[src/rtl/div_unit_if.sv]
// Request/response bundle between the EX stage and the multi-cycle divide unit.
interface div_unit_if #(
   parameter int unsigned XLEN = 32
) ();
   logic            start;
   logic [1:0]      op;
   logic [XLEN-1:0] a;
   logic [XLEN-1:0] b;
   logic            flush;
   logic            busy;
   logic            done;
   logic [XLEN-1:0] result;

   modport master (output start, op, a, b, flush, input busy, done, result);
   modport slave  (input start, op, a, b, flush, output busy, done, result);
endinterface

[src/rtl/div_unit.sv]
// RV32M DIV/DIVU/REM/REMU unit: radix-2 restoring divider, one quotient bit per cycle,
// with a one-cycle operand-prep step and a fast path for divide-by-zero and signed overflow.
module div_unit #(
   parameter int unsigned XLEN = 32
) (
   input logic       clk,
   input logic       rst_n,
   div_unit_if.slave div_io
);

   localparam int unsigned CNT_W = $clog2(XLEN);
   localparam logic [XLEN-1:0] INT_MIN = XLEN'(1) << (XLEN - 1);

   typedef enum logic [1:0] {
      S_IDLE,
      S_PREP,
      S_RUN,
      S_DONE
   } state_e;

   state_e          state_q;
   logic [1:0]      op_q;
   logic [XLEN-1:0] a_q;
   logic [XLEN-1:0] b_q;
   logic [XLEN:0]   rem_q;
   logic [XLEN-1:0] quo_q;
   logic [CNT_W-1:0] cnt_q;
   logic            neg_quo_q;
   logic            neg_rem_q;
   logic            busy_q;
   logic            done_q;
   logic [XLEN-1:0] result_q;

   logic            is_signed;
   logic            is_rem;
   logic [XLEN-1:0] a_abs;
   logic [XLEN-1:0] b_abs;
   logic            div_by_zero;
   logic            sgn_ovf;
   logic [XLEN:0]   rem_sh;
   logic [XLEN+1:0] trial;
   logic            q_bit;
   logic [XLEN:0]   rem_nx;
   logic [XLEN-1:0] quo_nx;
   logic [XLEN-1:0] quo_fin;
   logic [XLEN-1:0] rem_fin;

   assign is_signed   = ~op_q[0];
   assign is_rem      = op_q[1];
   assign a_abs       = (is_signed && a_q[XLEN-1]) ? (~a_q + XLEN'(1)) : a_q;
   assign b_abs       = (is_signed && b_q[XLEN-1]) ? (~b_q + XLEN'(1)) : b_q;
   assign div_by_zero = (b_q == '0);
   assign sgn_ovf     = is_signed && (a_q == INT_MIN) && (b_q == '1);

   // One restoring step: shift in the next dividend bit, keep the subtraction if no borrow.
   assign rem_sh  = {rem_q[XLEN-1:0], quo_q[XLEN-1]};
   assign trial   = {1'b0, rem_sh} - {2'b00, b_q};
   assign q_bit   = ~trial[XLEN+1];
   assign rem_nx  = q_bit ? trial[XLEN:0] : rem_sh;
   assign quo_nx  = {quo_q[XLEN-2:0], q_bit};
   assign quo_fin = neg_quo_q ? (~quo_nx + XLEN'(1)) : quo_nx;
   assign rem_fin = neg_rem_q ? (~rem_nx[XLEN-1:0] + XLEN'(1)) : rem_nx[XLEN-1:0];

   always_ff @(posedge clk or negedge rst_n) begin
      if (!rst_n) begin
         state_q   <= S_IDLE;
         op_q      <= '0;
         a_q       <= '0;
         b_q       <= '0;
         rem_q     <= '0;
         quo_q     <= '0;
         cnt_q     <= '0;
         neg_quo_q <= 1'b0;
         neg_rem_q <= 1'b0;
         busy_q    <= 1'b0;
         done_q    <= 1'b0;
         result_q  <= '0;
      end else begin
         done_q <= 1'b0;
         case (state_q)
            S_IDLE: begin
               if (div_io.start && !div_io.flush) begin
                  op_q    <= div_io.op;
                  a_q     <= div_io.a;
                  b_q     <= div_io.b;
                  busy_q  <= 1'b1;
                  state_q <= S_PREP;
               end
            end
            // Resolve special cases, otherwise load operand magnitudes for iteration.
            S_PREP: begin
               if (div_io.flush) begin
                  busy_q  <= 1'b0;
                  state_q <= S_IDLE;
               end else if (div_by_zero) begin
                  result_q <= is_rem ? a_q : '1;
                  done_q   <= 1'b1;
                  state_q  <= S_DONE;
               end else if (sgn_ovf) begin
                  result_q <= is_rem ? '0 : INT_MIN;
                  done_q   <= 1'b1;
                  state_q  <= S_DONE;
               end else begin
                  neg_quo_q <= is_signed && (a_q[XLEN-1] ^ b_q[XLEN-1]);
                  neg_rem_q <= is_signed && a_q[XLEN-1];
                  quo_q     <= a_abs;
                  b_q       <= b_abs;
                  rem_q     <= '0;
                  cnt_q     <= '0;
                  state_q   <= S_RUN;
               end
            end
            S_RUN: begin
               if (div_io.flush) begin
                  busy_q  <= 1'b0;
                  state_q <= S_IDLE;
               end else begin
                  rem_q <= rem_nx;
                  quo_q <= quo_nx;
                  cnt_q <= cnt_q + CNT_W'(1);
                  if (cnt_q == CNT_W'(XLEN - 1)) begin
                     result_q <= is_rem ? rem_fin : quo_fin;
                     done_q   <= 1'b1;
                     state_q  <= S_DONE;
                  end
               end
            end
            S_DONE: begin
               busy_q  <= 1'b0;
               state_q <= S_IDLE;
            end
            default: begin
               busy_q  <= 1'b0;
               state_q <= S_IDLE;
            end
         endcase
      end
   end

   assign div_io.busy   = busy_q;
   assign div_io.done   = done_q;
   assign div_io.result = result_q;

endmodule

[src/flat_wrapper.sv]
// flat-port wrapper written by rule: the top's interface ports become plain ports
module div_unit_flat 
#(
   parameter int unsigned XLEN = 32
)
  (clk, rst_n, div_io_start, div_io_op, div_io_a, div_io_b, div_io_flush, div_io_busy, div_io_done, div_io_result);
  div_unit_if #(.XLEN(XLEN)) div_io_i ();
  input logic clk;
  input logic rst_n;
  input wire logic [$bits(div_io_i.start)-1:0] div_io_start;
  input wire logic [$bits(div_io_i.op)-1:0] div_io_op;
  input wire logic [$bits(div_io_i.a)-1:0] div_io_a;
  input wire logic [$bits(div_io_i.b)-1:0] div_io_b;
  input wire logic [$bits(div_io_i.flush)-1:0] div_io_flush;
  output wire logic [$bits(div_io_i.busy)-1:0] div_io_busy;
  output wire logic [$bits(div_io_i.done)-1:0] div_io_done;
  output wire logic [$bits(div_io_i.result)-1:0] div_io_result;
  assign div_io_i.start = div_io_start;
  assign div_io_i.op = div_io_op;
  assign div_io_i.a = div_io_a;
  assign div_io_i.b = div_io_b;
  assign div_io_i.flush = div_io_flush;
  assign div_io_busy = div_io_i.busy;
  assign div_io_done = div_io_i.done;
  assign div_io_result = div_io_i.result;
  div_unit #(.XLEN(XLEN)) u_core (.clk(clk), .rst_n(rst_n), .div_io(div_io_i));
endmodule
[config.mk]
export PLATFORM = sky130hd
export DESIGN_NAME = div_unit_flat
export DESIGN_NICKNAME = d
export VERILOG_FILES = /design/src/rtl/div_unit_if.sv /design/src/rtl/div_unit.sv /design/src/flat_wrapper.sv
export SDC_FILE = /design/constraint.sdc
export NUM_CORES = 1
export LEC_CHECK = 0
export CAP_MARGIN = 25
export CORE_MARGIN = 2
export CORE_UTILIZATION = 58
export DETAILED_ROUTE_END_ITERATION = 8
export GPL_ROUTABILITY_DRIVEN = 0
export PLACE_DENSITY = 0.87
export SYNTH_ARGS = -nofsm -noshare
export SYNTH_HDL_FRONTEND = slang
export SYNTH_SLANG_ARGS = --single-unit
export TNS_END_PERCENT = 5
[constraint.sdc]
create_clock -name clk -period 14.1 [get_ports clk]
set_clock_uncertainty 0.05 [all_clocks]
set_input_delay 2.82 -clock clk [delete_from_list [all_inputs] [get_ports clk]]
set_output_delay 2.82 -clock clk [all_outputs]
set_load 0.02 [all_outputs]
==> impl_summary.txt <==
----------------------------------------------------
[Final layout]
  Relative area change from synthesis to final layout ... 13.8%
  Filler Cells Inserted ... 1723
  Ratio of cells with drive above 1 in the final layout ... 0.0637
  Register Area ... 4330 um^2
  Combined area of the multi-input logic cells ... 8000 um^2
  Post-layout net count ... 1779
  Number of antenna diodes ... 0

[Power and ir drop]
  Clock network power share ... 0.184
  Cell internal power dissipation ... 1.41 mW
  Power Dens Cells ... 184 nW/um^2
  P_leak ... 6.08 nW
  Max rail drop VDD ... 121 uV
  Switching power total ... 1.28 mW
  Part of the power in combinational logic ... 0.483
  Power share of the sequential group ... 0.333
  Sw Share ... 0.476

[Run status]
  Status ... finished, final reports clean

[Clock tree]
  CTS Buffer Depth ... 2
  CTS tree ... done
  Later-pin clock latency in the skew report ... 0.44 ns
  Root cell of the clock tree ... clkbuf_16
  Resized Gates After CTS ... 0
  Level count of the clock H-tree ... 4
  TritonCTS Buffers ... 17
  Total setup buffers inserted after CTS ... 0
  Count of hold buffers inserted by post-cts repair ... 0
  Total clock sinks ... 173
  Clock transition at the registers of the reported paths ... 0.08 ns

[Routing]
  Pre-Repair DR Iteration Count ... 7
  DRC violation count after routing ... 0
  Antenna violation net count after detailed routing ... 0
  Vias per Instance ... 6.62
  Detailed-route wire length ... 38200 um
  Initial DRC count ... 1654
  Total vias in the final route ... 13000
  Average routed wire per standard cell ... 19.5 um

[STA]
  Measured slew at the worst slew-check pin ... 1.07 ns
  Maximum clock frequency ... 172 MHz
  Unrepaired setup endpoints after global routing ... no
  Count of endpoints failing setup in the final report ... 0
  Relative slew slack ... 0.284
  Hold violation total from the final report ... 0
  Slew Viols, Final ... 0
  Time the worst path needs with I/O delays and setup ... 5.81 ns
  Worst hold-check slack ... 0.428 ns
  TNS Setup ... 0 ns
  Final clock period utilization by the worst path ... 0.412

[Setup path]
  Series of cell instances along the critical path ... ha_1 > a21oi_1 > o21a_1 > o21ai_0 > a221oi_2 > nand2_4 > inv_4 > mux2i_1 > ha_1 > nor4b_1 > nand2_1 > nor3_1 > o2111ai_2 > o41ai_2 > xnor2_1 > nand2_1 > a22o_1
  CP Capture Type ... register
  Critical Path AT ... 6.09 ns
  Launch point of the critical path ... u_core.rem_q[13]
  Critical path start-end classification ... register to register
  WP data required ... 14.38 ns
  Setup crit start kind ... register
  Critical path fanouts, max ... 48
  Critical R2R Launch ... u_core.rem_q[13]
  Worst path slowest cell ... a221oi_2
  Critical Path Max Stage Delay ... 0.56 ns

[Placed design]
  DP HPWL ... 27500 um
  IO buf count ... 103

[Global route]
  Maximum number of pins on one net before global-route repair ... 94
  GRT Overall Usage ... 0.322
  Via count of the first global-routing pass ... 12100
  First-pass GRT wire length ... 61900 um
  Overflow after GRT ... 0
  Antenna violations before repair ... 0

[Floorplanning]
  Die area ... 23400 um^2
  Die width ... 153 um
  Top-Level Pins ... 104
  Core ar. ... 21800 um^2
  Die Span Y ... 153 um
  Initial cell density of the core ... 0.591
  Floorplan row count ... 54

[Yosys]
  Count of flip-flops with a built-in enable after synthesis ... 0
  Sequential area share after synthesis ... 0.336
  Post-synthesis instance area ... 12900 um^2
  Synth Net Count ... 1734
  Post-synthesis async set-or-reset flop share ... 1.00
  Post-synth cell types ... 79
  Number of synthesized register bits ... 173
  Yosys synthesis warning count ... 0
  Mean Syn Cell Area ... 7.95 um^2
  Gate count of the mapped netlist ... 1621
  Dominant register cell in the synthesized netlist ... dfrtp_1

[Hold path]
  Hold Path Origin ... u_core.div_io.result[12]
  Worst min-delay path class ... register to register

[Job]
  Max-cap violations ... 0

----------------------------------------------------
-- cell families (layout without fill, tap and decap cells) --
family	count (synthesis)	count (layout)	synth area share
AOI/OAI and AO/OA	550	550	0.260
buffers and inverters	147	205	0.0440
xor gates and xnor gates	110	110	0.0747
muxes	57	57	0.0484
and+or+nand+nor	541	541	0.194
adders and majority gates	43	43	0.0423
DFF	173	173	0.336
-- Yosys cell counts (all sizes together), types with 11 or more instances --
| cell type | n | area [um^2] |
|---|---|---|
| nand3 | 39 | 195 |
| a31oi | 12 | 75.1 |
| inv | 54 | 205 |
| o211ai | 14 | 119 |
| a211oi | 13 | 97.6 |
| or3 | 20 | 125 |
| nand2 | 208 | 788 |
| mux2i | 20 | 204 |
| nor4 | 17 | 121 |
| nor3 | 48 | 245 |
| a21oi | 163 | 816 |
| o22ai | 21 | 131 |
| clkbuf | 83 | 313 |
| o41ai | 12 | 139 |
| nand4 | 22 | 144 |
| dfrtp | 173 | 4330 |
| o31ai | 19 | 143 |
| mux2 | 37 | 420 |
| xnor2 | 56 | 490 |
| xor2 | 54 | 473 |
| o21ai | 192 | 961 |
| and2 | 11 | 68.8 |
| a21o | 20 | 150 |
| a22o | 11 | 96.3 |
| nor2 | 132 | 495 |
| ha | 42 | 526 |
-- final timing paths --
kind,to,cells past startpoint,slack [ns]
worst max-delay path,u_core.div_io.result[22],17,8.29
worst min-delay path,u_core.div_io.result[12],1,0.43
worst max register to register,u_core.div_io.result[22],17,8.29
worst min register to register,u_core.div_io.result[12],1,0.43
max in group asynchronous,u_core.a_q[24],3,10.54
min in group asynchronous,u_core.b_q[12],1,2.38
-- stage by stage --
| step | setup slack [ns] | instances | total power, mW | utilization | area (um^2) |
|---|---|---|---|---|---|
| after floorplan | 9.20 | 1621 | 1.81 | - | 12900 |
| after global placement | 8.81 | 1925 | 2.10 | 0.642 | 14000 |
| after detailed placement | 8.58 | 1925 | 2.14 | 0.642 | 14000 |
| after CTS | 8.48 | 1957 | 2.65 | 0.671 | 14600 |
| after global routing | 7.86 | 1959 | 2.88 | 0.672 | 14700 |
| final | 8.29 | 1959 | 2.69 | 0.672 | 14700 |
-- state kept, by name, summed over array words and instances (netlist names) --
signal,count
u_core.b_q,32
u_core.cnt_q,5
u_core.div_io.result,32
u_core.neg_quo_q,1
u_core.quo_q,32
u_core.rem_q,32
u_core.div_io.done,1
u_core.op_q,2
u_core.state_q,2
u_core.div_io.busy,1
u_core.a_q,32
u_core.neg_rem_q,1
-- final cells by class --
cell class	instances	share of cell area
clock buffer	17	0.0290
tap	280	0.0239
sequential	173	0.295
inverter	55	0.0142
timing repair buffer	118	0.0794
multi-input combinational	1301	0.545
clock inverter	15	0.0131
-- power groups by stage --
stage	clock network [mW]	registers (mW)	logic (mW)
floorplan	0	0.803	1.01
global placement	0	0.882	1.21
detailed placement	0	0.892	1.25
CTS	0.497	0.884	1.27
global route	0.521	0.919	1.44
finish	0.496	0.897	1.30
-- layer usage --
| metal | part of all wire | GRT usage | wire (um) |
|---|---|---|---|
| met1 | 0.40 | 0.433 | 15100 |
| met2 | 0.46 | 0.514 | 17500 |
| met3 | 0.10 | 0.0564 | 3810 |
| met4 | 0.046 | 0.141 | 1740 |
| met5 | 0 | 0 | 0 |
-- critical path: cells and delay by family, from the launching register on --
family / cells / cell delay, ns
mux: 1 / 0.38
xor+xnor: 1 / 0.17
fa+ha+maj: 2 / 0.68
flops: 1 / 0.47
compound gates: 7 / 2.09
buf+inv: 1 / 0.48
simple gates: 5 / 1.35
-- layout by cell type (no fill, tap or decap), types with 12 or more instances in the layout --
cell type / Yosys / layout
nand3_1: 39 / 39
o211ai_1: 13 / 13
inv_1: 53 / 53
o31ai_1: 19 / 19
o22ai_1: 21 / 21
nor3_1: 47 / 47
clkbuf_16: 0 / 17
xor2_1: 54 / 54
o21ai_0: 188 / 188
a31oi_1: 12 / 12
nor4_1: 16 / 16
a21oi_1: 163 / 163
dfrtp_1: 173 / 173
buf_4: 1 / 14
mux2i_1: 19 / 19
clkdlybuf4s50_1: 0 / 102
a211oi_1: 13 / 13
nand2_1: 207 / 207
nand4_1: 21 / 21
xnor2_1: 56 / 56
a21o_1: 20 / 19
mux2_2: 36 / 36
or3_1: 20 / 20
ha_1: 42 / 40
nor2_1: 132 / 132
(Power assumes the default switching activity.)
